--- src/rtl/mc_main_control.sv ---
// Multicycle main control FSM for the 32-bit MIPS core.
// Sequences PC, IR, memory, register file and datapath mux selects from the
// opcode. Drives ALUOp/ALUOpImmediate into the ALU control decoder. Counts
// retired instructions.
// Optional feature: define ILLEGAL_TRAP_EN to route unknown opcodes to a
// one-cycle TRAP state. Without it, unknown opcodes are a DECODE->FETCH no-op
// and trap is tied low.
module mc_main_control #(
  parameter int unsigned COUNT_W = 32
) (
  input  logic               clk,
  input  logic               rst_n,
  input  logic [5:0]         opcode,
  input  logic               zero,
  input  logic               mem_ready,
  output logic               PCWrite,
  output logic               PCWriteCond,
  output logic               IorD,
  output logic               MemRead,
  output logic               MemWrite,
  output logic               IRWrite,
  output logic               MemtoReg,
  output logic               RegDst,
  output logic               RegWrite,
  output logic               ALUSrcA,
  output logic [1:0]         ALUSrcB,
  output logic [1:0]         PCSource,
  output logic [1:0]         ALUOp,
  output logic [2:0]         ALUOpImmediate,
  output logic [3:0]         state,
  output logic               trap,
  output logic [COUNT_W-1:0] retired
);

  localparam logic [5:0] OpR    = 6'b000000;
  localparam logic [5:0] OpLw   = 6'b100011;
  localparam logic [5:0] OpSw   = 6'b101011;
  localparam logic [5:0] OpBeq  = 6'b000100;
  localparam logic [5:0] OpJ    = 6'b000010;
  localparam logic [5:0] OpAddi = 6'b001000;
  localparam logic [5:0] OpSubi = 6'b001001;
  localparam logic [5:0] OpAndi = 6'b001100;
  localparam logic [5:0] OpOri  = 6'b001101;
  localparam logic [5:0] OpSlti = 6'b001010;

  typedef enum logic [3:0] {
    StFetch   = 4'd0,
    StDecode  = 4'd1,
    StMemAdr  = 4'd2,
    StMemRd   = 4'd3,
    StMemWb   = 4'd4,
    StMemWr   = 4'd5,
    StExec    = 4'd6,
    StRtypeWb = 4'd7,
    StBranch  = 4'd8,
    StJump    = 4'd9,
    StIExec   = 4'd10,
    StIWb     = 4'd11,
    StTrap    = 4'd12
  } state_e;

  state_e             state_q;
  logic [COUNT_W-1:0] retired_q;
  logic [2:0]         imm_op_q;

  // The branch decision is taken in the datapath via PCWriteCond.
  logic unused_zero;
  assign unused_zero = zero;

  function automatic logic [2:0] imm_decode(input logic [5:0] op);
    case (op)
      OpAddi:  return 3'b001;
      OpSubi:  return 3'b010;
      OpAndi:  return 3'b011;
      OpOri:   return 3'b100;
      OpSlti:  return 3'b101;
      default: return 3'b000;
    endcase
  endfunction

  // State sequencing, retired counter and latched immediate ALU op.
  always_ff @(posedge clk or negedge rst_n) begin
    if (!rst_n) begin
      state_q   <= StFetch;
      retired_q <= '0;
      imm_op_q  <= 3'b000;
    end else begin
      case (state_q)
        StFetch: if (mem_ready) state_q <= StDecode;
        StDecode: begin
          case (opcode)
            OpLw, OpSw: state_q <= StMemAdr;
            OpR:        state_q <= StExec;
            OpBeq:      state_q <= StBranch;
            OpJ:        state_q <= StJump;
            OpAddi, OpSubi, OpAndi, OpOri, OpSlti: begin
              state_q  <= StIExec;
              // Latched so ALUOpImmediate stays stable through IEXEC.
              imm_op_q <= imm_decode(opcode);
            end
`ifdef ILLEGAL_TRAP_EN
            default:    state_q <= StTrap;
`else
            default:    state_q <= StFetch;
`endif
          endcase
        end
        StMemAdr: state_q <= (opcode == OpSw) ? StMemWr : StMemRd;
        StMemRd:  if (mem_ready) state_q <= StMemWb;
        StMemWb: begin
          state_q   <= StFetch;
          retired_q <= retired_q + COUNT_W'(1);
        end
        StMemWr: begin
          if (mem_ready) begin
            state_q   <= StFetch;
            retired_q <= retired_q + COUNT_W'(1);
          end
        end
        StExec:   state_q <= StRtypeWb;
        StRtypeWb, StBranch, StJump, StIWb: begin
          state_q   <= StFetch;
          retired_q <= retired_q + COUNT_W'(1);
        end
        StIExec:  state_q <= StIWb;
        // TRAP and unreachable encodings all return to FETCH uncounted.
        default:  state_q <= StFetch;
      endcase
    end
  end

  // Moore decode of controls from state; FETCH IRWrite/PCWrite follow mem_ready.
  // Controls are forced low while reset is asserted, even though state is FETCH.
  always_comb begin
    PCWrite        = 1'b0;
    PCWriteCond    = 1'b0;
    IorD           = 1'b0;
    MemRead        = 1'b0;
    MemWrite       = 1'b0;
    IRWrite        = 1'b0;
    MemtoReg       = 1'b0;
    RegDst         = 1'b0;
    RegWrite       = 1'b0;
    ALUSrcA        = 1'b0;
    ALUSrcB        = 2'b00;
    PCSource       = 2'b00;
    ALUOp          = 2'b00;
    ALUOpImmediate = 3'b000;
    trap           = 1'b0;
    if (rst_n) begin
      case (state_q)
        StFetch: begin
          MemRead = 1'b1;
          ALUSrcB = 2'b01;
          IRWrite = mem_ready;
          PCWrite = mem_ready;
        end
        StDecode: ALUSrcB = 2'b11;
        StMemAdr: begin
          ALUSrcA = 1'b1;
          ALUSrcB = 2'b10;
        end
        StMemRd: begin
          MemRead = 1'b1;
          IorD    = 1'b1;
        end
        StMemWb: begin
          RegWrite = 1'b1;
          MemtoReg = 1'b1;
        end
        StMemWr: begin
          MemWrite = 1'b1;
          IorD     = 1'b1;
        end
        StExec: begin
          ALUSrcA = 1'b1;
          ALUOp   = 2'b10;
        end
        StRtypeWb: begin
          RegWrite = 1'b1;
          RegDst   = 1'b1;
        end
        StBranch: begin
          ALUSrcA     = 1'b1;
          ALUOp       = 2'b01;
          PCWriteCond = 1'b1;
          PCSource    = 2'b01;
        end
        StJump: begin
          PCWrite  = 1'b1;
          PCSource = 2'b10;
        end
        StIExec: begin
          ALUSrcA        = 1'b1;
          ALUSrcB        = 2'b10;
          ALUOp          = 2'b11;
          ALUOpImmediate = imm_op_q;
        end
        StIWb: RegWrite = 1'b1;
`ifdef ILLEGAL_TRAP_EN
        StTrap: begin
          trap     = 1'b1;
          PCWrite  = 1'b1;
          PCSource = 2'b11;
        end
`endif
        default: ;
      endcase
    end
  end

  assign state   = state_q;
  assign retired = retired_q;

endmodule
--- config.mk ---
export PLATFORM = sky130hd
export DESIGN_NAME = mc_main_control
export DESIGN_NICKNAME = d
export VERILOG_FILES = /design/src/rtl/mc_main_control.sv
export SDC_FILE = /design/constraint.sdc
export NUM_CORES = 1
export LEC_CHECK = 0
export BUFFER_PORTS_ARGS = -buffer_cell sky130_fd_sc_hd__buf_2
export CELL_PAD_IN_SITES_DETAIL_PLACEMENT = 2
export CELL_PAD_IN_SITES_GLOBAL_PLACEMENT = 2
export CORE_ASPECT_RATIO = 0.5
export CORE_MARGIN = 3
export CORE_UTILIZATION = 27
export DETAILED_ROUTE_END_ITERATION = 7
export PLACE_DENSITY = 0.79
export SETUP_SLACK_MARGIN = 0.05
export SLEW_MARGIN = 20
export SYNTH_ARGS = -nofsm -noshare
export SYNTH_HDL_FRONTEND = slang
export SYNTH_SLANG_ARGS = --single-unit
--- constraint.sdc ---
create_clock -name clk -period 1.8 [get_ports clk]
set_clock_uncertainty 0.05 [all_clocks]
set_input_delay 0.18 -clock clk [delete_from_list [all_inputs] [get_ports clk]]
set_output_delay 0.18 -clock clk [all_outputs]
set_load 0.05 [all_outputs]
==> impl_metrics.tcl, run 1 <==
set metrics [dict create \
    yosysWarnings 0 \
    p_per_area_nw_per_um2 1210 \
    reg2reg_setup_slack_ns -0.10 \
    antenna_found_initial 0 \
    start_util_pct 28.7 \
    layout-drive-gt1-share_pct 59.1 \
    cp.buffers_inverters 2 \
    yosysUniqueCellTypes 47 \
    syn_area_sq_um 2170 \
    ioPinCount 66 \
    slowest_stage "dfrtp_2" \
    drtIter0Drc 65 \
    syn_area_per_cell_sq_um 9.36 \
    worstSetupStartpointType "flop" \
    reg2reg_to "retired[25]" \
    hpwl_mm 5.82 \
    gp_congestion 0.772 \
    globalRouteOverflowTotal 0 \
    worstPathArrival_ns 2.04 \
    num_rows 22 \
    cpMostUsedCell "buf_6" \
    synth.top_cells.by_count "39 x dfrtp_1, 27 x nor2_1, 21 x nand2_1" \
    status "finished with violations" \
    cts_hold_buf 0 \
    power_mw 4.39 \
    grt_use_total_pct 18.3 \
    maxCapViolCount 0 \
    drcViolationCount 0 \
    synth.most_common_cell "dfrtp_1" \
    fin_crit_sh_pct 106 \
    ir_drop_v 0.000709 \
    synthCells 232 \
    synth_nets 243 \
    fmax_ghz 0.525 \
    area_growth_pct 67.0 \
    cp.required_ns 1.94 \
    reg2reg_depth 7 \
    fin_crit_ns 1.90 \
    root_buffer "clkbuf_16" \
    setup_viol 15 \
    cts_htree_levels 2 \
    path_delay_family "simple AND/OR/NAND/NOR gates" \
    hold_viol_final 0 \
    clk_latency_ns 0.29 \
    rsz0062_at_grt "true" \
    die_w_microns 133 \
    yosysTopAreaCellShare_pct 44.9 \
    critPathKind "flop to flop" \
    cts_max_path_buffers 2 \
    grt_max_degree 40 \
    end_kind "flop" \
    max_stage_delay_ns 0.45 \
    grt_pass1_wl_mm 13.4 \
    io_buffers 63 \
    clk_pin_slew_ns 0.06 \
    final.setup.worst_slack_ns -0.105 \
    synth_top_flop_cell "dfrtp_1" \
    timing.rr.start "state[2]" \
    path_cells "and2_4 -> nor4b_4 -> buf_6 -> nand4_1 -> buf_6 -> nor2_4 -> xor2_1" \
    wl_mm 8.99 \
    ant_nets 0 \
    wl_per_cell_microns 20.3 \
    drv_slew 0 \
    relSlewSlack_pct 64.9 \
    vias 2195 \
    fin_area_sq_um 3630 \
    die_h_microns 69.4 \
    placed_area_sq_um 2940 \
    insertedDiodeCount 0 \
    die-area_sq_um 9220 \
    violations "setup timing" \
    grt_pass1_vias 2471 \
    drt_pass1_iterations 5 \
    worstMarginPinSlew_ns 0.523 \
    synth_edf_count 0 \
    ys_top_cells_by_area "dfrtp_1 45%, xnor2_1 6.9%, xor2_1 6.0%, nor2_1 4.7%, nor3_1 3.7%" \
    cts_tree "yes" \
    cts_sinks 39 \
    core_area_sq_um 7570 \
    ys_seq_area_share_pct 44.9 \
    synth_async_sr_flop_share_pct 100 \
    hold_path.class "input port to async pin" \
    synth_top_area_cell "dfrtp_1" \
    ys_ff_latch 39 \
    final_nets 345 \
    numCtsBuffers 5 \
    power_leakage_nw 1.67 \
    path_max_fanout 9 \
    via_per_inst 4.95 \
]
[power breakdown]
part	internal, mW	total (mW)	switching, mW
logic	0.910	2.32	1.41
registers	0.997	1.11	0.111
clock network	0.590	0.962	0.373
total	2.50	4.39	1.89
[sequential cells by signal, summed over array words and instances, names as in the netlist]
register  flops
state         4
imm_op_q      3
retired      32
[cell families after synthesis]
| kind of cell | after synthesis | synth area share, % |
|---|---|---|
| flops | 39 | 44.9 |
| fa+ha+maj | 1 | 0.576 |
| mux | 1 | 0.518 |
| other cells | 1 | 0.173 |
| xor+xnor | 32 | 12.9 |
| compound gates | 21 | 6.28 |
| simple gates | 120 | 30.7 |
| buf+inv | 17 | 3.92 |
[worst register-to-register path, delay by kind of cell, from the launching register on]
family        cells  cell delay [ns]
xor+xnor          1             0.24
buf+inv           2             0.37
flops             1             0.45
simple gates      4             0.69
[through the flow]
| stage | TNS [ns] | instances | util, % | worst slack [ns] | hold slack, ns |
|---|---|---|---|---|---|
| floorplan | -2.38 | 232 | - | -0.146 | -0.166 |
| global placement | -0.110 | 423 | 38.8 | -0.0338 | 0.403 |
| detailed placement | -0.644 | 423 | 38.8 | -0.143 | 0.409 |
| CTS | -0.616 | 436 | 44.6 | -0.0866 | 0.166 |
| global route | -2.69 | 443 | 47.9 | -0.198 | 0.214 |
| finish | -0.688 | 443 | 47.9 | -0.105 | 0.199 |
[how the worst max path moves through the flow]
stage / from / cells after the start / to
finish: state[2] / 7 / retired[25]
global route: retired[18] / 6 / retired[28]
CTS: state[3] / 6 / retired[25]
detailed placement: state[3] / 6 / retired[14]
global placement: state[3] / 6 / retired[10]
floorplan: state[3] / 6 / retired[10]
[placed cells by master (no fill, tap or decap), types with 2 or more instances in the layout]
cell type  count
buf_2         44
nor2_2         6
nand4_1        7
and3_1         4
dfrtp_1       20
or2_4          2
o21ai_0        6
a21oi_1        3
nand2b_4       3
nand3_2        5
nor3_2         8
xnor2_1       15
nand2_2        2
nand3_1        8
nand2_1       17
clkbuf_8       2
buf_6         22
and4_2         2
nor3_1         3
and4_4         3
nor3_4         6
clkbuf_16      5
nor2b_4        2
nor2_1        16
dfrtp_2       19
nor4b_4        3
inv_1          7
buf_4         31
and2_4         4
xor2_1        15
nor2_4         6
buf_8          8
nand2_4        2
[metal layers]
layer / routed length, microns / track usage (%) / vias to the layer above
met3: 275 / 3.33 / 17
met2: 4850 / 35.7 / 64
met4: 202 / 5.07 / 0
met1: 3660 / 20.5 / 1113
li1: - / - / 1001
met5: 0 / 0 / -
[layout make-up]
class | instances | area [sq um]
Timing Repair Buffer | 105 | 821
Sequential cell | 39 | 1000
Inverter | 7 | 26.3
Clock buffer | 7 | 153
Fill cell | 802 | 3940
Multi-Input combinational cell | 176 | 1490
Tap cell | 108 | 135
Clock inverter | 1 | 7.51
[repair_timing]
item                       4_1_cts  5_1_grt
cloned                           0        0
pin swaps                       19       20
buffers inserted                 5        7
gates resized for setup         66       51
setup endpoints to repair       38       48
Note: power is estimated with default switching activity, not from simulation.
==> run 2: changes to the inputs <==
--- a/config.mk
+++ b/config.mk
@@ -10,9 +10,9 @@
 export CELL_PAD_IN_SITES_GLOBAL_PLACEMENT = 2
 export CORE_ASPECT_RATIO = 0.5
 export CORE_MARGIN = 3
-export CORE_UTILIZATION = 27
+export CORE_UTILIZATION = 30
 export DETAILED_ROUTE_END_ITERATION = 7
-export PLACE_DENSITY = 0.79
+export PLACE_DENSITY = 0.83
 export SETUP_SLACK_MARGIN = 0.05
 export SLEW_MARGIN = 20
 export SYNTH_ARGS = -nofsm -noshare
==> constraint.sdc (replaced) <==
create_clock -name clk -period 2.05 [get_ports clk]
set_clock_uncertainty 0.05 [all_clocks]
set_input_delay 0.205 -clock clk [delete_from_list [all_inputs] [get_ports clk]]
set_output_delay 0.205 -clock clk [all_outputs]
set_load 0.05 [all_outputs]
==> run 2 against run 1 <==
The flow now finishes without violations; critical path depth is the same; final cell count is 5.6% lower; sequential cell count stayed put; utilization increased by 0.56 points; clock-buffer cell count fell by 2; cell area down 8.3%; combinational power is 22% lower; register-to-register slack improved by 0.11 ns; critical path type unchanged; critical endpoint is now retired[31]; largest power group unchanged.
==> impl_metrics.tcl, run 2 (synthesized netlist as in run 1, its figures left out) <==
set metrics [dict create \
    status "finished, final reports clean" \
    fmax_ghz 0.488 \
    power_frac_clock_pct 27.3 \
    pwr-share-comb_pct 46.6 \
    rsz0062_at_grt "true" \
    slowest_stage "dfrtp_1" \
    hpwl_mm 5.19 \
    vias 2200 \
    relSlewSlack_pct 65.5 \
    maxCapViolCount 0 \
    p_per_area_nw_per_um2 1160 \
    grt_pass1_wl_mm 13.0 \
    grt_use_total_pct 20.2 \
    hold_path.class "input port to async pin" \
    numCtsBuffers 5 \
    path_cells "nand4_1 -> nor4_4 -> buf_4 -> nand4_1 -> buf_4 -> nor3_2 -> xor2_1" \
    via_per_inst 5.26 \
    antenna_found_initial 0 \
    core_area_sq_um 6860 \
    hold_viol_final 0 \
    root_buffer "clkbuf_16" \
    path_max_fanout 4 \
    final_nets 336 \
    num_rows 21 \
    cts_htree_levels 2 \
    ant_nets 0 \
    insertedDiodeCount 0 \
    die_h_microns 66.2 \
    pwr-share-seq_pct 26.1 \
    final_common_cell "buf_2" \
    critPathKind "flop to flop" \
    drcViolationCount 0 \
    timing.rr.start "retired[15]" \
    worstMarginPinSlew_ns 0.513 \
    drt_pass1_iterations 4 \
    cp.required_ns 2.20 \
    ioPinCount 66 \
    clk_latency_ns 0.29 \
    switchingPower_mw 1.64 \
    swShare_pct 42.5 \
    n_fill_cell 732 \
    die_w_microns 126 \
    power_mw 3.86 \
    reg2reg_to "retired[31]" \
    cts_tree "yes" \
    drtIter0Drc 85 \
    ir_drop_v 0.000372 \
    worstPathArrival_ns 2.20 \
    worstSetupStartpointType "flop" \
    start_util_pct 31.7 \
    reg2reg_depth 7 \
    finalSetupTns_ns 0 \
    end_kind "flop" \
    wl_mm 9.47 \
    wl_per_cell_microns 22.7 \
    cts_max_path_buffers 2 \
    layout-drive-gt1-share_pct 47.9 \
    io_buffers 63 \
    globalRouteOverflowTotal 0 \
    gp_congestion 0.757 \
    fin_crit_sh_pct 100 \
    clk_pin_slew_ns 0.07 \
    reg2reg_setup_slack_ns 0.0005 \
    grt_max_degree 33 \
    largest_reg_flops 32 \
    hold-worst-slack_ns 0.0408 \
    area_growth_pct 53.1 \
    power_leakage_nw 1.61 \
    die-area_sq_um 8360 \
    drv_slew 0 \
    layout_common_cells "57 x buf_2, 31 x dfrtp_1, 28 x buf_4" \
    grt_pass1_vias 2339 \
    intPower_mw 2.22 \
    cts_sinks 39 \
    fin_crit_ns 2.05 \
    max_stage_delay_ns 0.42 \
    setup_viol 0 \
]
-- run 2: critical path: cells and delay by family, from the launching register on --
family	cells	cell delay, ns
flops	1	0.42
simple gates	4	0.88
buf+inv	2	0.41
xor+xnor	1	0.19
-- run 2: how the worst max path moves through the flow --
stage,start,to,slack (ns),cells past startpoint
after global routing,retired[12],retired[25],-0.07,7
after global placement,state[3],retired[28],0.11,6
after detailed placement,state[1],retired[28],0.002,7
after floorplan,state[1],ALUSrcA,-0.09,3
final,retired[15],retired[31],0.0005,7
after CTS,state[2],ALUOpImmediate[0],0.03,6
-- run 2: power groups by stage --
stage	clock, mW	combinational [mW]	sequential, mW
2_1_floorplan	0	0.799	1.23
3_3_place_gp	0	1.41	0.989
3_5_place_dp	0	1.45	1.00
4_1_cts	1.05	1.62	0.990
5_1_grt	1.10	1.91	1.02
6_report	1.06	1.80	1.01
-- run 2: timing repair --
item                                   CTS  global route
resized for setup                       21            33
gates cloned                             1             0
endpoints found under the hold margin    7             0
hold buffers                             1             0
pin swaps                                1            12
setup endpoints to repair               15            34
setup buffers                            6            13
-- run 2: layout make-up --
cell class | instances | area (sq um) | share of cell area, %
Tap cell | 92 | 115 | 3.46
Multi-Input combinational cell | 176 | 1360 | 40.9
Clock buffer | 5 | 125 | 3.76
Clock inverter | 3 | 67.6 | 2.03
Sequential cell | 39 | 986 | 29.7
Timing Repair Buffer | 96 | 643 | 19.3
Inverter | 7 | 26.3 | 0.790
-- run 2: metrics by stage --
stage               instance area, sq um  utilization [%]  setup slack [ns]  instances
floorplan                           2260                -           -0.0948        232
global placement                    2730             39.8             0.107        389
detailed placement                  2730             39.8           0.00247        389
CTS                                 3100             45.2            0.0299        405
global route                        3320             48.5           -0.0689        418
finish                              3320             48.5          0.000504        418
-- run 2: routing by layer --
metal / global-route usage [%] / wire (microns)
met1: 23.7 / 3930
met2: 37.3 / 4980
met3: 4.27 / 324
met4: 6.68 / 234
met5: 0 / 0
